===== config.mk =====
export PLATFORM = sky130hd
export DESIGN_NAME = stream_rr_arbiter_flat
export DESIGN_NICKNAME = d
export VERILOG_FILES = /design/src/rtl/stream_rr_arbiter_if.sv /design/src/rtl/stream_rr_arbiter.sv /design/src/flat_wrapper.sv
export SDC_FILE = /design/constraint.sdc
export NUM_CORES = 1
export LEC_CHECK = 0
export CAP_MARGIN = 30
export CORE_MARGIN = 2
export CORE_UTILIZATION = 39
export CTS_CLUSTER_SIZE = 8
export DETAILED_ROUTE_END_ITERATION = 7
export GPL_ROUTABILITY_DRIVEN = 1
export PLACE_DENSITY_LB_ADDON = 0.25
export SETUP_SLACK_MARGIN = 0.2
export SLEW_MARGIN = 20
export SYNTH_ARGS = -nofsm -noshare
export SYNTH_HDL_FRONTEND = slang
export SYNTH_SLANG_ARGS = --single-unit

===== constraint.sdc =====
create_clock -name clk -period 3.7 [get_ports clk]
set_input_delay 0.925 -clock clk [delete_from_list [all_inputs] [get_ports clk]]
set_output_delay 0.925 -clock clk [all_outputs]
set_load 0.005 [all_outputs]

===== src/rtl/stream_rr_arbiter_if.sv =====
`default_nettype none
// ============================================================================
// Module      : stream_rr_arbiter_if
// Description : Bundle for the stream_rr_arbiter. It carries the NUM_REQ
//               requester streams (data/valid/last in, ready out) and the
//               single shared output stream (data/last/grant/valid out,
//               ready in).
//               slave  : the arbiter's view.
//               master : the view of the environment that drives the
//                        requesters and sinks the output.
// Revision    : 1.0 - initial release
// ============================================================================
interface stream_rr_arbiter_if #(
  parameter int NUM_REQ     = 4,
  parameter int DATA_WIDTH  = 8,
  parameter int GRANT_WIDTH = 2
);

  // Requester side: requester i owns slice [i*DATA_WIDTH +: DATA_WIDTH]
  logic [NUM_REQ*DATA_WIDTH-1:0] in_data;
  logic [NUM_REQ-1:0]            in_valid;
  logic [NUM_REQ-1:0]            in_last;
  logic [NUM_REQ-1:0]            in_ready;

  // Shared output stream
  logic [DATA_WIDTH-1:0]         out_data;
  logic                          out_last;
  logic [GRANT_WIDTH-1:0]        out_grant;
  logic                          out_valid;
  logic                          out_ready;

  modport slave (
    input  in_data,
    input  in_valid,
    input  in_last,
    output in_ready,
    output out_data,
    output out_last,
    output out_grant,
    output out_valid,
    input  out_ready
  );

  modport master (
    output in_data,
    output in_valid,
    output in_last,
    input  in_ready,
    input  out_data,
    input  out_last,
    input  out_grant,
    input  out_valid,
    output out_ready
  );

endinterface
`default_nettype wire


===== src/rtl/stream_rr_arbiter.sv =====
`default_nettype none
// ============================================================================
// Module      : stream_rr_arbiter
// Description : Packet-granular round-robin arbiter. It merges NUM_REQ
//               valid/ready streams into one registered output stream.
//               - A grant stays locked until the winner sends a beat with
//                 last=1.
//               - The output is a one-entry pipe register, which keeps one
//                 beat per cycle.
//               Optional macro STREAM_ARB_FIXED_PRIO_EN: when defined, the
//               idle winner is the lowest-index valid requester and no
//               rotating pointer is built. Packet locking is unchanged.
//               Reset is asynchronous and active low; the port is named rst.
// Revision    : 1.0 - initial release
// ============================================================================
module stream_rr_arbiter #(
  parameter int NUM_REQ     = 4,
  parameter int DATA_WIDTH  = 8,
  parameter int GRANT_WIDTH = 2
) (
  input  wire logic          clk,
  input  wire logic          rst,
  stream_rr_arbiter_if.slave bus
);

  // --------------------------------------------------------------------------
  // Constants and types
  // --------------------------------------------------------------------------
  localparam logic [GRANT_WIDTH-1:0] c_LAST_IDX = GRANT_WIDTH'(NUM_REQ - 1);

  typedef enum logic [0:0] {
    ST_IDLE   = 1'b0,
    ST_LOCKED = 1'b1
  } state_t;

  // --------------------------------------------------------------------------
  // Arbitration state
  // --------------------------------------------------------------------------
  state_t                 r_state;
  state_t                 w_state_nxt;
  logic [GRANT_WIDTH-1:0] r_lock;
  logic [GRANT_WIDTH-1:0] w_lock_nxt;

  // --------------------------------------------------------------------------
  // Output pipe register
  // --------------------------------------------------------------------------
  logic                   r_valid;
  logic [DATA_WIDTH-1:0]  r_data;
  logic                   r_last;
  logic [GRANT_WIDTH-1:0] r_grant;

  // --------------------------------------------------------------------------
  // Combinational arbitration / handshake
  // --------------------------------------------------------------------------
  logic                   w_stage_ready;
  logic [GRANT_WIDTH-1:0] w_idle_pick;
  logic                   w_idle_found;
  logic [GRANT_WIDTH-1:0] w_win;
  logic                   w_have_win;
  logic                   w_win_valid;
  logic                   w_win_last;
  logic [DATA_WIDTH-1:0]  w_win_data;
  logic [NUM_REQ-1:0]     w_in_ready;
  logic                   w_xfer;
  logic [GRANT_WIDTH-1:0] w_win_inc;

  // The stage can take a beat when it is empty or being drained this cycle
  assign w_stage_ready = bus.out_ready | ~r_valid;

  // Index after the winner, wrapping NUM_REQ-1 back to 0
  assign w_win_inc = (w_win == c_LAST_IDX) ? '0 : (w_win + GRANT_WIDTH'(1));

`ifdef STREAM_ARB_FIXED_PRIO_EN

  // Idle pick: lowest-index valid requester has highest priority
  always_comb begin
    w_idle_pick  = '0;
    w_idle_found = 1'b0;
    for (int j = NUM_REQ - 1; j >= 0; j--) begin
      if (bus.in_valid[j]) begin
        w_idle_pick  = GRANT_WIDTH'(j);
        w_idle_found = 1'b1;
      end
    end
  end

`else

  logic [GRANT_WIDTH-1:0] r_ptr;
  logic [GRANT_WIDTH-1:0] w_ptr_nxt;
  logic [NUM_REQ-1:0]     w_masked;

  // Idle pick: round robin starting at r_ptr.
  // - First look for valid requesters at or above the pointer.
  // - If none is valid there, wrap to the lowest valid index overall.
  // - Scanning downward lets the lowest qualifying index overwrite the rest.
  always_comb begin
    w_masked     = '0;
    w_idle_pick  = '0;
    w_idle_found = 1'b0;
    for (int j = 0; j < NUM_REQ; j++) begin
      w_masked[j] = bus.in_valid[j] & (j >= int'(r_ptr));
    end
    for (int j = NUM_REQ - 1; j >= 0; j--) begin
      if (bus.in_valid[j]) begin
        w_idle_pick  = GRANT_WIDTH'(j);
        w_idle_found = 1'b1;
      end
    end
    for (int j = NUM_REQ - 1; j >= 0; j--) begin
      if (w_masked[j]) begin
        w_idle_pick = GRANT_WIDTH'(j);
      end
    end
  end

  // Pointer advances only when a packet actually completes
  always_comb begin
    w_ptr_nxt = r_ptr;
    if (w_xfer && w_win_last) begin
      w_ptr_nxt = w_win_inc;
    end
  end

  // Round-robin pointer register
  always_ff @(posedge clk or negedge rst) begin
    if (!rst) begin
      r_ptr <= '0;
    end else begin
      r_ptr <= w_ptr_nxt;
    end
  end

`endif

  // Winner: the lock holder while locked, else the idle pick
  always_comb begin
    w_win      = '0;
    w_have_win = 1'b0;
    if (r_state == ST_LOCKED) begin
      w_win      = r_lock;
      w_have_win = 1'b1;
    end else begin
      w_win      = w_idle_pick;
      w_have_win = w_idle_found;
    end
  end

  // Route the winner's beat and drive ready to the winner only.
  // Ready stays low while reset is asserted.
  always_comb begin
    w_win_valid = 1'b0;
    w_win_last  = 1'b0;
    w_win_data  = '0;
    w_in_ready  = '0;
    for (int j = 0; j < NUM_REQ; j++) begin
      if (w_win == GRANT_WIDTH'(j)) begin
        w_win_valid   = bus.in_valid[j];
        w_win_last    = bus.in_last[j];
        w_win_data    = bus.in_data[j*DATA_WIDTH +: DATA_WIDTH];
        w_in_ready[j] = rst & w_have_win & w_stage_ready;
      end
    end
  end

  assign w_xfer = rst & w_have_win & w_win_valid & w_stage_ready;

  // Next state: lock on a non-final beat, release on the final beat
  always_comb begin
    w_state_nxt = r_state;
    w_lock_nxt  = r_lock;
    case (r_state)
      ST_IDLE: begin
        if (w_xfer && !w_win_last) begin
          w_state_nxt = ST_LOCKED;
          w_lock_nxt  = w_win;
        end
      end
      ST_LOCKED: begin
        if (w_xfer && w_win_last) begin
          w_state_nxt = ST_IDLE;
        end
      end
      default: begin
        w_state_nxt = ST_IDLE;
      end
    endcase
  end

  // Arbitration state register
  always_ff @(posedge clk or negedge rst) begin
    if (!rst) begin
      r_state <= ST_IDLE;
      r_lock  <= '0;
    end else begin
      r_state <= w_state_nxt;
      r_lock  <= w_lock_nxt;
    end
  end

  // Output pipe register.
  // - A load wins over a drain, so load+drain in one cycle stays full.
  // - The payload holds its value once drained.
  always_ff @(posedge clk or negedge rst) begin
    if (!rst) begin
      r_valid <= 1'b0;
      r_data  <= '0;
      r_last  <= 1'b0;
      r_grant <= '0;
    end else if (w_xfer) begin
      r_valid <= 1'b1;
      r_data  <= w_win_data;
      r_last  <= w_win_last;
      r_grant <= w_win;
    end else if (bus.out_ready) begin
      r_valid <= 1'b0;
    end
  end

  assign bus.in_ready  = w_in_ready;
  assign bus.out_valid = r_valid;
  assign bus.out_data  = r_data;
  assign bus.out_last  = r_last;
  assign bus.out_grant = r_grant;

endmodule
`default_nettype wire


===== src/flat_wrapper.sv =====
// flat-port wrapper written by rule: the top's interface ports become plain ports
module stream_rr_arbiter_flat 
#(
  parameter int NUM_REQ     = 4,
  parameter int DATA_WIDTH  = 8,
  parameter int GRANT_WIDTH = 2
)
  (clk, rst, bus_in_data, bus_in_valid, bus_in_last, bus_in_ready, bus_out_data, bus_out_last, bus_out_grant, bus_out_valid, bus_out_ready);
  stream_rr_arbiter_if #(.NUM_REQ(NUM_REQ), .DATA_WIDTH(DATA_WIDTH), .GRANT_WIDTH(GRANT_WIDTH)) bus_i ();
  input  wire logic clk;
  input  wire logic rst;
  input wire logic [$bits(bus_i.in_data)-1:0] bus_in_data;
  input wire logic [$bits(bus_i.in_valid)-1:0] bus_in_valid;
  input wire logic [$bits(bus_i.in_last)-1:0] bus_in_last;
  output wire logic [$bits(bus_i.in_ready)-1:0] bus_in_ready;
  output wire logic [$bits(bus_i.out_data)-1:0] bus_out_data;
  output wire logic [$bits(bus_i.out_last)-1:0] bus_out_last;
  output wire logic [$bits(bus_i.out_grant)-1:0] bus_out_grant;
  output wire logic [$bits(bus_i.out_valid)-1:0] bus_out_valid;
  input wire logic [$bits(bus_i.out_ready)-1:0] bus_out_ready;
  assign bus_i.in_data = bus_in_data;
  assign bus_i.in_valid = bus_in_valid;
  assign bus_i.in_last = bus_in_last;
  assign bus_in_ready = bus_i.in_ready;
  assign bus_out_data = bus_i.out_data;
  assign bus_out_last = bus_i.out_last;
  assign bus_out_grant = bus_i.out_grant;
  assign bus_out_valid = bus_i.out_valid;
  assign bus_i.out_ready = bus_out_ready;
  stream_rr_arbiter #(.NUM_REQ(NUM_REQ), .DATA_WIDTH(DATA_WIDTH), .GRANT_WIDTH(GRANT_WIDTH)) u_core (.clk(clk), .rst(rst), .bus(bus_i));
endmodule

==> results of run 1 <==
registers in the layout, indices dropped and copies added (netlist names), named ones only:
signal                flops
u_core.bus.out_valid      1
u_core.r_ptr              2
u_core.bus.out_last       1
u_core.bus.out_data       8
u_core.r_lock             2
u_core.bus.out_grant      2
cell usage in the layout (no fill, tap or decap), types with 2 or more instances in the layout:
| master | instances |
|---|---|
| a21oi_2 | 2 |
| mux2_1 | 2 |
| a21oi_1 | 18 |
| a221oi_1 | 7 |
| dfrtp_1 | 17 |
| ha_2 | 3 |
| or4_4 | 2 |
| nor2_1 | 22 |
| nand2_1 | 4 |
| nor3_1 | 7 |
| clkbuf_4 | 3 |
| o21ai_1 | 3 |
| buf_4 | 26 |
| mux2i_2 | 2 |
| mux2_4 | 2 |
| clkdlybuf4s50_1 | 50 |
| dlygate4sd2_1 | 4 |
| inv_1 | 8 |
where the power goes:
part | internal, mW | switching, mW
clock | 0.0400 | 0.0519
combinational | 0.599 | 0.520
sequential | 0.280 | 0.0697
cell families (layout without fill, tap and decap cells):
kind of cell    Yosys count  count (layout)  synth area share
compound gates           40              40            0.2363
simple gates             44              44            0.1989
mux                       7               7           0.07253
buf+inv                  17              98           0.07472
fa+ha+maj                 4               4           0.04396
flops                    17              17            0.3736
path summary, 6_finish.rpt:
| check | startpoint | end | slack, ps | cells after the start |
|---|---|---|---|---|
| max in group asynchronous | rst | u_core.bus.out_data[0]$_DFFE_PN0P_ | 2470 | 2 |
| max | bus_in_valid[2] | bus_in_ready[0] | 250 | 7 |
| max reg2reg | u_core.r_ptr[1]$_DFFE_PN0P_ | u_core.r_ptr[1]$_DFFE_PN0P_ | 690 | 11 |
| min reg2reg | u_core.bus.out_data[0]$_DFFE_PN0P_ | u_core.bus.out_data[0]$_DFFE_PN0P_ | 540 | 2 |
| min in group asynchronous | rst | u_core.bus.out_last$_DFFE_PN0P_ | 1050 | 2 |
| min | u_core.bus.out_data[0]$_DFFE_PN0P_ | u_core.bus.out_data[0]$_DFFE_PN0P_ | 540 | 2 |
worst reg2reg max path: cells and delay by family, from the launching register on:
family | cells | cell delay, ps
multiplexers | 2 | 450
buffers and inverters | 3 | 480
flip-flops | 1 | 520
AND/OR/NAND/NOR | 3 | 970
adder cells (fa/ha/maj) | 1 | 170
AO/OA/AOI/OAI | 2 | 320
area by class of cell:
| class | instances | share of cell area |
|---|---|---|
| Timing Repair Buffer | 84 | 0.3826 |
| Clock inverter | 1 | 0.002505 |
| Tap cell | 31 | 0.01941 |
| Multi-Input combinational cell | 95 | 0.3525 |
| Inverter | 10 | 0.01879 |
| Sequential cell | 17 | 0.2129 |
| Clock buffer | 3 | 0.01127 |
metal layers:
metal | global-route usage | vias to the layer above | wire length, microns
met5 | 0 | - | 0
met4 | 0.06645 | 0 | 29
met3 | 0.04018 | 4 | 283
met2 | 0.3474 | 46 | 1635
met1 | 0.2918 | 563 | 1546
li1 | - | 631 | -
per-stage QoR:
step	hold slack (ps)	utilization	setup WS (ps)	setup TNS, ps	cell area (sq um)
after floorplan	463.5	-	448.9	0	1139
after global placement	480.6	0.6774	-248.8	-2024	1868
after detailed placement	498.5	0.6774	-381.3	-5480	1868
after CTS	520.2	0.7146	50.36	0	1971
after global routing	553.5	0.7246	186.7	0	1998
final	539.2	0.7246	251.9	0	1998
timing repair:
action,in CTS,in global routing
gates resized for setup,23,10
cloned,0,0
pin swaps,5,2
endpoints found under the setup margin,21,4
hold buffers,0,0
setup buffers,4,1
==> flow_summary.rst, run 1 <==
.. list-table::
   :header-rows: 1

   * - Metric
     - Value
   * - Run status
     - completed
   * - Worst-path cell with the longest stage delay
     - or4_4
   * - Sequential-to-total area share from yosys stat
     - 0.3736
   * - Number of primary I/O pins
     - 59
   * - Predominant post-synthesis flop cell
     - dfrtp_1
   * - Yosys warns
     - 0
   * - Largest net degree at the start of global routing
     - 23
   * - Transition at the pin with the smallest max-transition slack
     - 457.7 ps
   * - Leftover overflow at the end of global routing
     - 0
   * - Top cells by area, synth
     - dfrtp_1 (37%), a21oi_1 (8.8%), nor2_1 (7.3%)
   * - Starting density of the core
     - 0.4129
   * - First-pass GRT wire length
     - 5.595 mm
   * - Max stage delay on crit path
     - 500 ps
   * - DRC errors left
     - 0
   * - Detail Route Antenna Nets
     - 0
   * - Worst path top cell family by delay
     - buffers and inverters
   * - Number of antenna violations at the first check in global routing
     - 0
   * - Most area-hungry cell type in the Yosys netlist
     - dfrtp_1
   * - Area of the mapped netlist
     - 0.001139 sq mm
   * - Share of layout cells above drive strength 1
     - 0.2714
   * - Type of destination of the critical path
     - output pin
   * - Die ar.
     - 0.003367 sq mm
   * - Pwr dens
     - 781.0 mW/mm^2
   * - Hpwl dp
     - 2.804 mm
   * - Max-cap check violation count
     - 0
   * - IR drop worst, VDD
     - 0.0005378 V
   * - Root Buffer
     - clkbuf_4
   * - Layout overhead on the synthesized area
     - 75.49%
   * - FILL cells
     - 215
   * - Clock tree from TritonCTS
     - built
   * - Gate Count Post-Synth
     - 129
   * - Finish-stage setup viols
     - 0
   * - Number of flops mapped to enable cells by yosys
     - 0
   * - Yosys top cell area share
     - 0.3736
   * - Synth cell types
     - 37
   * - Post-Synthesis Mean Instance Area
     - 8.826 sq um
   * - Iter 0 DRT Violations
     - 54
   * - CTS sink count
     - 17
   * - Via Count
     - 1244
   * - Crit path arrival time
     - 2520 ps
   * - Minimum period implied by the final worst setup slack
     - 3448 ps
   * - Final number of hold-violating endpoints
     - 0
   * - Layout Nets
     - 258
   * - Count of pins over their slew limit
     - 0
   * - Crit path launch type
     - input port
   * - Final Non-Filler Cells
     - 241
   * - Critical path, cell by cell
     - dlygate4sd2_1 -> buf_4 -> or4_4 -> o211ai_4 -> buf_4 -> nor2_1 -> dlygate4sd2_1
   * - Placed insts
     - 232
   * - Number of buffers added by the clock tree synthesis step
     - 3
   * - Crit path buffers/inverters
     - 4
   * - Number of synthesized register bits
     - 17
   * - Portion of the clock cycle consumed by the worst path in the final layout
     - 0.9319
   * - Core Box Area
     - 0.002758 sq mm
   * - Height of the die
     - 58.03 microns
   * - Fmax
     - 290.0 MHz
   * - Via count of the first global-routing pass
     - 1215
   * - Number of nets produced by synthesis
     - 176
   * - Clock-pin slew of the registers on the worst-case setup and hold paths
     - 90 ps
   * - Required time of the critical path
     - 2770 ps
   * - Leakage power
     - 0.8683 nW
   * - RSZ-0062 raised after global routing
     - false
   * - Top fanout value on the critical path
     - 5
   * - Maximum clock path buffer count
     - 2
   * - Horizontal die dimension
     - 58.03 microns
   * - Weighted congestion reported at the end of routability-driven placement
     - 0.8305
   * - Number of buffers inserted by port buffering
     - 58
   * - Async set-reset flop share out of synthesis
     - 1.000
   * - Sequential cell area
     - 425.4 sq um
   * - DR vias/cell
     - 5.162
   * - Standard-cell row count
     - 19
   * - Antenna cell count
     - 0
   * - Final routed wirelength across all metal layers
     - 3.496 mm
   * - Footprint of the multi-input gates
     - 704.4 sq um
   * - Commonest cells in the netlist
     - nor2_1 (22), a21oi_1 (20), dfrtp_1 (17)
   * - WS Path Type
     - in -> out
   * - Worst min-delay path class
     - reg -> reg
   * - Most frequent cell after synthesis
     - nor2_1
   * - Post-layout power
     - 1.561 mW
   * - Slew headroom
     - 0.6943
   * - Insertion delay to the later sink of the worst-skew pair
     - 270 ps
   * - Final routed wire length divided by cell count
     - 14.51 microns
   * - Clock skew
     - 1.013 ps
   * - H-tree Lvls
     - 1
   * - Number of optimization iterations in the first detailed-route pass
     - 4
   * - Total track usage
     - 0.2144
(Power assumes the default switching activity.)
==> run 2: changes to the inputs <==
ABC_AREA = 1   (was not set)
CORE_UTILIZATION = 40   (was 39)
==> run 2 against run 1 <==
Combinational power down 11%. Global-route usage shrank 1.4 points. Worst setup slack improved by 88 ps. Critical path depth is 2 higher. Via count up 8.7%. Die area rose by 2.1%. Cell count rose by 19%. Register-to-register slack improved by 560 ps. Utilization shrank 3.3 points. Routed wire length decreased by 3.6%. Area after synthesis up 4.8%. The flow now finishes with violations (design-rule violations). Design area shrank 2.9%.
==> flow_summary.rst, run 2 <==
.. list-table::
   :header-rows: 1

   * - Metric
     - Value
   * - Total track usage
     - 0.2006
   * - Worst Hold Path EP
     - u_core.bus.out_last$_DFFE_PN0P_
   * - CTS sink count
     - 17
   * - Sequential-to-total area share from yosys stat
     - 0.3564
   * - Height of the die
     - 58.63 microns
   * - Violated checks
     - design-rule violations
   * - Crit path arrival time
     - 2440 ps
   * - Crit path launch type
     - input port
   * - Gate Count Post-Synth
     - 183
   * - Top fanout value on the critical path
     - 4
   * - Reg2Reg Setup Slack
     - 1250 ps
   * - Count of pins over their slew limit
     - 0
   * - DRC errors left
     - 7
   * - Hold Path Origin
     - u_core.bus.out_last$_DFFE_PN0P_
   * - Worst min-delay path class
     - reg -> reg
   * - Layout overhead on the synthesized area
     - 62.47%
   * - XOR/XNOR share of the synthesized area
     - 0
   * - Die ar.
     - 0.003437 sq mm
   * - Post-Synthesis Mean Instance Area
     - 6.523 sq um
   * - Final number of hold-violating endpoints
     - 0
   * - Clock tree from TritonCTS
     - built
   * - H-tree Lvls
     - 1
   * - IR drop worst, VDD
     - 0.0003885 V
   * - Core Box Area
     - 0.002805 sq mm
   * - Share of layout cells above drive strength 1
     - 0.1563
   * - Commonest cells after routing, fill and taps aside
     - nand2_1 (95), clkdlybuf4s50_1 (52), dfrtp_1 (17), buf_4 (17), a21oi_1 (11)
   * - WS Path Type
     - in -> out
   * - Number of buffers added by the clock tree synthesis step
     - 3
   * - Via Count
     - 1352
   * - Critical R2R Capture
     - u_core.r_lock[0]$_DFFE_PN0P_
   * - Transition at the pin with the smallest max-transition slack
     - 277.1 ps
   * - Detail Route Antenna Nets
     - 0
   * - Largest family of logic cells by synthesized area
     - simple AND/OR/NAND/NOR gates
   * - Number of antenna violations at the first check in global routing
     - 0
   * - Slew headroom
     - 0.8151
   * - Minimum period implied by the final worst setup slack
     - 3360 ps
   * - Run status
     - complete, but fails checks
   * - Type of destination of the critical path
     - output pin
   * - Final Non-Filler Cells
     - 287
   * - First-pass GRT wire length
     - 5.306 mm
   * - Final routed wire length divided by cell count
     - 11.74 microns
   * - Antenna cell count
     - 0
   * - Root Buffer
     - clkbuf_4
   * - Worst reg2reg path startpoint
     - u_core.r_ptr[1]$_DFFE_PN0P_
   * - Layout Nets
     - 304
   * - Max-cap check violation count
     - 0
   * - Number of synthesized register bits
     - 17
   * - Fmax
     - 297.6 MHz
   * - Max reg flops
     - 8
   * - Most frequent cell after synthesis
     - nand2_1
   * - Setup slack after layout
     - 339.5 ps
   * - Cell count of the worst hold path
     - 2
   * - Number of optimization iterations in the first detailed-route pass
     - 6
   * - Horizontal die dimension
     - 58.63 microns
   * - RSZ-0062 raised after global routing
     - false
   * - Number of buffers inserted by port buffering
     - 58
   * - Cells on worst reg2reg path
     - 16
   * - DR vias/cell
     - 4.711
   * - Synth cell types
     - 22
   * - Pre-CTS setup slack
     - -189.9 ps
   * - Number of flops mapped to enable cells by yosys
     - 0
   * - Fraction of the mapped netlist area in adder cells
     - 0.04193
   * - Compound-cell area share of the yosys netlist
     - 0.1153
   * - Final routed wirelength across all metal layers
     - 3.369 mm
   * - Predominant post-synthesis flop cell
     - dfrtp_1
   * - Yosys top cell area share
     - 0.3564
   * - Placed Area
     - 0.001878 sq mm
   * - Quantity of hold-fixing buffers added after cts
     - 0
   * - Number of nets produced by synthesis
     - 230
   * - Commonest cells in the netlist
     - nand2_1 (96), dfrtp_1 (17), nor2_1 (12)
   * - Placed insts
     - 281
   * - Finished Core Util
     - 0.6913
   * - Largest net degree at the start of global routing
     - 18
   * - Finish-stage setup viols
     - 0
   * - Commonest non-fill, non-tap cell in the layout
     - nand2_1
   * - Portion of the clock cycle consumed by the worst path in the final layout
     - 0.9082
   * - Pwr dens
     - 726.4 mW/mm^2
   * - Leakage power
     - 0.9916 nW
   * - Iter 0 DRT Violations
     - 67
   * - Insertion delay to the later sink of the worst-skew pair
     - 280 ps
   * - Hpwl dp
     - 2.685 mm
   * - Multiplexer share of the synthesized area
     - 0
   * - Clock-pin slew of the registers on the worst-case setup and hold paths
     - 90 ps
   * - Async set-reset flop share out of synthesis
     - 1.000
   * - Maximum clock path buffer count
     - 2
   * - Number of primary I/O pins
     - 59
   * - Starting density of the core
     - 0.4255
   * - Required time of the critical path
     - 2770 ps
   * - Worst hold slack across all endpoints
     - 490.9 ps
   * - Most area-hungry cell type in the Yosys netlist
     - dfrtp_1
   * - Top cells by area, synth
     - dfrtp_1 (36%), nand2_1 (30%), o211ai_1 (5.0%)
   * - Clock skew
     - 1.183 ps
   * - Post-synthesis simple-gate area fraction
     - 0.4088
   * - Leftover overflow at the end of global routing
     - 0
   * - Weighted congestion reported at the end of routability-driven placement
     - 0.8164
   * - Area of the mapped netlist
     - 0.001194 sq mm
   * - Yosys warns
     - 0
   * - Post-route cell area
     - 0.001939 sq mm
   * - Standard-cell row count
     - 19
   * - Via count of the first global-routing pass
     - 1191
[run 2: final cells by class]
cell class	instances	area [sq um]
fill	241	865.8
multi-input combinational	148	704.4
timing repair buffer	75	696.9
sequential	17	425.4
inverter	12	47.55
tap	31	38.79
clock buffer	4	26.28
[run 2: worst max path at each step]
stage	depth (start not counted)	startpoint	slack, ps	endpoint
finish	9	bus_in_valid[2]	340	bus_in_ready[2]
global route	12	bus_in_valid[3]	220	bus_in_ready[2]
floorplan	7	bus_in_valid[0]	530	bus_in_ready[3]
detailed placement	8	bus_in_valid[0]	-190	bus_in_ready[3]
global placement	8	bus_in_valid[0]	-140	bus_in_ready[3]
CTS	11	bus_in_valid[1]	170	bus_in_ready[3]
[run 2: worst max-delay path, stage by stage]
cell	delay (ps)
clkdlybuf4s50_1	500
nand2_1	80
nand2_1	80
nor2_2	50
o21ai_2	260
ha_4	180
inv_2	40
nor2_1	80
dlygate4sd2_1	240
[run 2: logic make-up (layout without fill, tap and decap cells)]
logic type	count (synthesis)	in the layout
compound gates	23	23
fa+ha+maj	4	4
buf+inv	18	91
flops	17	17
simple gates	121	121
[run 2: metrics by stage]
step           setup TNS [ps]  power [mW]
2_1_floorplan               0      0.9164
3_3_place_gp           -401.6       1.264
3_5_place_dp           -598.7       1.276
4_1_cts                     0       1.388
5_1_grt                     0       1.567
6_report                    0       1.409
[run 2: what timing repair did]
item                       4_1_cts  5_1_grt
pin swaps                        1        3
setup buffers                    1        1
setup endpoints to repair        4        4
gates resized for setup         11       16
[run 2: layer usage]
metal | vias to the layer above | part of all wire | global-route usage
met2 | 52 | 0.45 | 0.3258
met4 | 0 | 0.012 | 0.07143
met5 | - | 0 | 0
li1 | 720 | - | -
met1 | 575 | 0.45 | 0.2759
met3 | 5 | 0.091 | 0.02637
[run 2: where the power goes]
| part | leakage, nW | switching [mW] | total, mW | internal, mW |
|---|---|---|---|---|
| sequential | 0.217 | 0.0521 | 0.321 | 0.268 |
| clock | 0.0150 | 0.0530 | 0.0949 | 0.0419 |
| combinational | 0.759 | 0.537 | 0.993 | 0.456 |
| total | 0.992 | 0.642 | 1.41 | 0.767 |
==> patch 1, RTL diff (config.mk and constraints of run 2) <==
Build with the macro `STREAM_ARB_FIXED_PRIO_EN` defined.
--- a/src/rtl/stream_rr_arbiter.sv
+++ b/src/rtl/stream_rr_arbiter.sv
@@ -14,4 +14,6 @@
 // Revision    : 1.0 - initial release
 // ============================================================================
+`define STREAM_ARB_FIXED_PRIO_EN
+
 module stream_rr_arbiter #(
   parameter int NUM_REQ     = 4,
Function: changed (a bounded check fails within 4 cycles, from zero or initial values and one cycle with rst low).
==> patch 1 against run 2 <==
  * Sequential power fell by 6%
  * Setup slack got worse by 0.033 ns
  * Sequential cell count shrank 2
  * Synthesized area shrank 2.9%
  * Sequential share of layout area fell by 1.5 points
  * Core utilization shrank 2.6 points
  * Clock skew increased by 0.0028 ns
  * Power decreased by 24%
  * Die area is 2.7% lower
  * Design area fell by 5.4%
  * Routed wire length shrank 12%
  * Global-route usage down 1.9 points
  * Critical endpoint is now bus_in_ready[3]
  * Largest power group unchanged
==> patch 1: results (changes against run 2) <==
The run finished with clean final reports. The critical path ends at bus_in_ready[3]. The sequential fraction of the synthesis area came out at 32.4% (-3.2 points). The final RePlAce weighted congestion is 0.832 (+1.9%). The number of cells on the worst reg-to-reg path is 10 (-6). The number of DRC violations after detailed-routing iteration 0 was 35 (-48%).

In this run the critical register-to-register path is launched from u_core.r_state. The total of buffers placed on input and output ports is 58 (unchanged). The leakage power is 0.853 nW (-14%). The largest clock skew in the final design is 0.00401 ns (+0.00283 ns).

By area the synthesized netlist is led by sky130_fd_sc_hd__dfrtp_1 32%, sky130_fd_sc_hd__nand2_1 16%, sky130_fd_sc_hd__nand2_4 8.7%, sky130_fd_sc_hd__nand2_2 4.9%, sky130_fd_sc_hd__nor2_4 4.9%. The fraction of synthesis flops using an asynchronous set or reset pin came out at 100% (unchanged). After synthesis, the most frequently instantiated cells are 49 x sky130_fd_sc_hd__nand2_1, 15 x sky130_fd_sc_hd__dfrtp_1, 9 x sky130_fd_sc_hd__nand2_2, 9 x sky130_fd_sc_hd__nand2_4, 8 x sky130_fd_sc_hd__nand3_1. The ratio of cells with drive above 1 in the final layout is 23.8% (+8.2 points). The post-detailed-placement half-perimeter wirelength came out at 2380 um (-11%). The largest fanout on the critical path is 9 (+5).

The via count of the first global-routing pass is 1,161 (-2.5%). The worst path arrival time came out at 2.47 ns (+0.03 ns). The overall via count from detail_route is 1,172 (-13%). The worst reg-to-reg setup slack came out at 1.86 ns (+0.61 ns). The worst flop-to-flop path endpoint is u_core.bus.out_data[2]. The aggregate routed wire length came out at 2970 um (-12%). The global-route wire length before repair came out at 4720 um (-11%).

The peak supply drop was 0.000350 V (-10%). The count of distinct cell types in the synthesized netlist is 24 (+9.1%). The root buffer cell chosen for the clock tree is sky130_fd_sc_hd__clkbuf_4. Grouping stages by cell kind, the critical path spends the most delay in buffers and inverters. The critical path starts at bus_in_valid[3]. The number of detailed-routing iterations run before antenna repair is 4 (-2).

The slew at the pin closest to its max-slew limit was 0.278 ns (+0.00137 ns). The internal power of the cells came out at 0.000612 W (-20%). The combined global-route utilization of all metal layers came out at 18.2% (-1.9 points). The net count after synthesis came out at 182 (-21%). The final layout net count came to 250 (-18%). The total inserted antenna cells came to 0 (unchanged).
patch 1: layout make-up:
type,instances,area [um^2]
fill,241,923
multi-input combinational,111,711
timing repair buffer,65,637
sequential,15,375
inverter,11,46.3
tap,31,38.8
clock buffer,4,26.3
patch 1: power groups by stage:
stage	sequential, W	clock, W	combinational (W)
finish	0.000303	0.0000922	0.000675
CTS	0.000304	0.0000971	0.000651
global route	0.000314	0.000105	0.000737
detailed placement	0.000306	0	0.000649
global placement	0.000303	0	0.000635
floorplan	0.000304	0	0.000417
patch 1: cells by family (layout without fill, tap and decap cells):
family | count (synthesis) | count (layout) | synth area share (%)
simple gates | 96 | 96 | 51.7
compound gates | 15 | 15 | 9.18
flops | 15 | 15 | 32.4
buf+inv | 13 | 80 | 6.70
patch 1: what timing repair did:
action | CTS | global route
resized for setup | 2 | 2
buffers inserted | 0 | 6
gates cloned | 0 | 0
pin swaps | 1 | 2
endpoints found under the setup margin | 2 | 3
hold buffers | 0 | 0
patch 1: worst register-to-register path, cell delays in order, from the launching register on:
cell and delay (ns):
sky130_fd_sc_hd__dfrtp_1 0.45, sky130_fd_sc_hd__nand2_1 0.22, sky130_fd_sc_hd__nand2_8 0.10, sky130_fd_sc_hd__buf_4 0.17
sky130_fd_sc_hd__nor2_8 0.18, sky130_fd_sc_hd__nand2_2 0.07, sky130_fd_sc_hd__nand3_2 0.09, sky130_fd_sc_hd__nand2_4 0.12
sky130_fd_sc_hd__inv_6 0.22, sky130_fd_sc_hd__nand2_1 0.07, sky130_fd_sc_hd__o21ai_1 0.09
patch 1: worst min-delay path by stage:
stage	start	endpoint	slack [ns]
after floorplan	u_core.r_lock[0]	u_core.r_lock[0]	0.44
after global placement	u_core.r_lock[0]	u_core.r_lock[0]	0.46
after detailed placement	u_core.r_lock[0]	u_core.r_lock[0]	0.47
after CTS	u_core.r_lock[0]	u_core.r_lock[0]	0.49
after global routing	u_core.r_lock[0]	u_core.r_lock[0]	0.51
final	u_core.r_lock[0]	u_core.r_lock[0]	0.49
patch 1: routing by layer:
metal | track usage (%) | vias to the layer above | routed length, um
li1 | - | 586 | -
met2 | 33.4 | 38 | 1610
met4 | 8.64 | 0 | 27
met1 | 19.7 | 546 | 1170
met5 | 0 | - | 0
met3 | 3.79 | 2 | 166
patch 1: through the flow:
step / instance area (um^2) / power [W] / std cells / worst slack (ns) / hold WS, ns
2_1_floorplan: 1160 / 0.000721 / 139 / 1.23 / 0.441
3_3_place_gp: 1750 / 0.000938 / 227 / 0.213 / 0.461
3_5_place_dp: 1750 / 0.000955 / 227 / 0.180 / 0.465
4_1_cts: 1780 / 0.00105 / 231 / 0.211 / 0.486
5_1_grt: 1830 / 0.00116 / 237 / 0.199 / 0.512
6_report: 1830 / 0.00107 / 237 / 0.306 / 0.486
==> patch 2, RTL diff (config.mk and constraints of run 2) <==
Without the edit above. Reset style: synchronous (`rst`), changed in 3 clocked blocks. Comments in the files are not updated.
--- a/src/rtl/stream_rr_arbiter.sv
+++ b/src/rtl/stream_rr_arbiter.sv
@@ -124,5 +124,5 @@
 
   // Round-robin pointer register
-  always_ff @(posedge clk or negedge rst) begin
+  always_ff @(posedge clk) begin
     if (!rst) begin
       r_ptr <= '0;
@@ -189,5 +189,5 @@
 
   // Arbitration state register
-  always_ff @(posedge clk or negedge rst) begin
+  always_ff @(posedge clk) begin
     if (!rst) begin
       r_state <= ST_IDLE;
@@ -202,5 +202,5 @@
   // - A load wins over a drain, so load+drain in one cycle stays full.
   // - The payload holds its value once drained.
-  always_ff @(posedge clk or negedge rst) begin
+  always_ff @(posedge clk) begin
     if (!rst) begin
       r_valid <= 1'b0;
Formal check against the unedited RTL: differs if rst is asserted again (counterexample within 4 cycles, from zero or initial values and one cycle with rst low); with rst held inactive, the same outputs for 10 cycles.
==> patch 2 against run 2 <==
  * Critical path depth is 4 higher
  * Routed wire length is 3.0% lower
  * Count of clock-buffer cells in the layout stayed put
  * Design area is 2.3% lower
  * Sequential cell count stayed put
  * Hold slack worse by 0.019 ns
  * Core utilization is 0.16 points higher
  * Setup slack worse by 0.074 ns
  * Clock skew is 0.00054 ns higher
  * Critical path type unchanged
  * Synthesized area is 4.1% lower
Power is not compared: it rests on default switching activity, and its combinational part moved more than twofold at a synthesized area within 25%.
==> patch 2: results (changes against run 2) <==
The number of detailed-routing iterations run before antenna repair is 4 (-2). The post-detailed-placement half-perimeter wirelength is 2620 um (-2.6%). The number of DRC violations after detailed-routing iteration 0 was 32 (-52%). For hold timing, the worst endpoint is u_core.bus.out_last. The run finished with clean final reports.

The fill cell total of the finished layout is 239 (-0.83%). The routed wirelength normalized by instance count is 11.2 um (-4.7%). The fraction of synthesis flops using an asynchronous set or reset pin was 0% (-100 points). The post-placement cell area came to 1830 um^2 (-2.4%). Counting instances in the post-synthesis netlist gives the leading cell types as 51 x sky130_fd_sc_hd__nand2_1, 29 x sky130_fd_sc_hd__nor2_1, 25 x sky130_fd_sc_hd__o21ai_0.

The critical path starts at bus_in_valid[3]. The startpoint of the lowest-slack hold path is u_core.bus.out_last. The critical path's largest stage delay is 0.42 ns (-0.08 ns). The global-route wire length before repair came to 5330 um (+0.38%). In this run the critical register-to-register path is captured at u_core.bus.out_data[3]. The net count after synthesis is 235 (+2.2%).

The capturing element of the worst setup path is bus_in_ready[0]. The worst reg-to-reg setup slack is 1.40 ns (+0.15 ns). In the post-synthesis netlist, the biggest area contributors are sky130_fd_sc_hd__dfxtp_1 30%, sky130_fd_sc_hd__nand2_1 17%, sky130_fd_sc_hd__o21ai_0 11%, sky130_fd_sc_hd__nor2_1 9.5%, sky130_fd_sc_hd__a21oi_1 7.4%.

The largest fanout on the critical path came out at 3 (-1). The final layout net count is 309 (+1.6%). The largest clock skew in the final design came out at 0.00172 ns (+0.000535 ns).

The via count of the first global-routing pass came out at 1,293 (+8.6%). The maximum number of pins on one net before global-route repair came to 21 (+3). The most used flip-flop cell after synthesis is sky130_fd_sc_hd__dfxtp_1. The buffer count from post-CTS setup fixing came out at 2 (+1). The final RePlAce weighted congestion came out at 0.834 (+2.2%). The compound-cell area share of the yosys netlist is 21.6% (+10 points). The count of distinct cell types in the synthesized netlist came out at 18 (-18%). The post-cts sizing count came out at 15 (+4).
## patch 2: cell types whose count changed after synthesis, moves of 6 or more
cell / delta
sky130_fd_sc_hd__a21oi_1: +6
sky130_fd_sc_hd__o211ai_1: -8
sky130_fd_sc_hd__o21ai_0: +23
sky130_fd_sc_hd__inv_1: +7
sky130_fd_sc_hd__nor2_1: +17
sky130_fd_sc_hd__nand2_1: -45
sky130_fd_sc_hd__dfxtp_1: +17
sky130_fd_sc_hd__dfrtp_1: -17
## patch 2: worst min-delay path: stages, from the launching register on
cell and delay [ns]:
sky130_fd_sc_hd__dfxtp_1 0.32, sky130_fd_sc_hd__nand2_1 0.06, sky130_fd_sc_hd__a21oi_1 0.05
## patch 2: metal layers
metal / GRT usage (%) / up-vias / routed length [um] / share of wire (%)
met3: 4.99 / 4 / 129 / 3.9
met4: 2.99 / 0 / 39 / 1.2
met1: 24.2 / 619 / 1450 / 44
met5: 0 / - / 0 / 0
met2: 36.5 / 33 / 1650 / 50
li1: - / 746 / - / -
## patch 2: layout make-up
cell class / instances / area, um^2 / area share (%)
multi-input combinational: 144 / 702 / 37.1
tap: 31 / 38.8 / 2.05
timing repair buffer: 77 / 716 / 37.8
sequential: 17 / 340 / 18.0
clock buffer: 4 / 26.3 / 1.39
inverter: 19 / 71.3 / 3.76
## patch 2: through the flow
stage	power, W	cells	hold slack, ns	setup slack [ns]	TNS, ns
2_1_floorplan	0.000501	188	0.453	0.534	0
3_3_place_gp	0.000694	285	0.458	-0.120	-0.418
3_5_place_dp	0.000697	285	0.462	-0.167	-0.467
4_1_cts	0.000804	291	0.476	0.196	0
5_1_grt	0.000878	292	0.491	0.156	0
6_report	0.000807	292	0.471	0.265	0
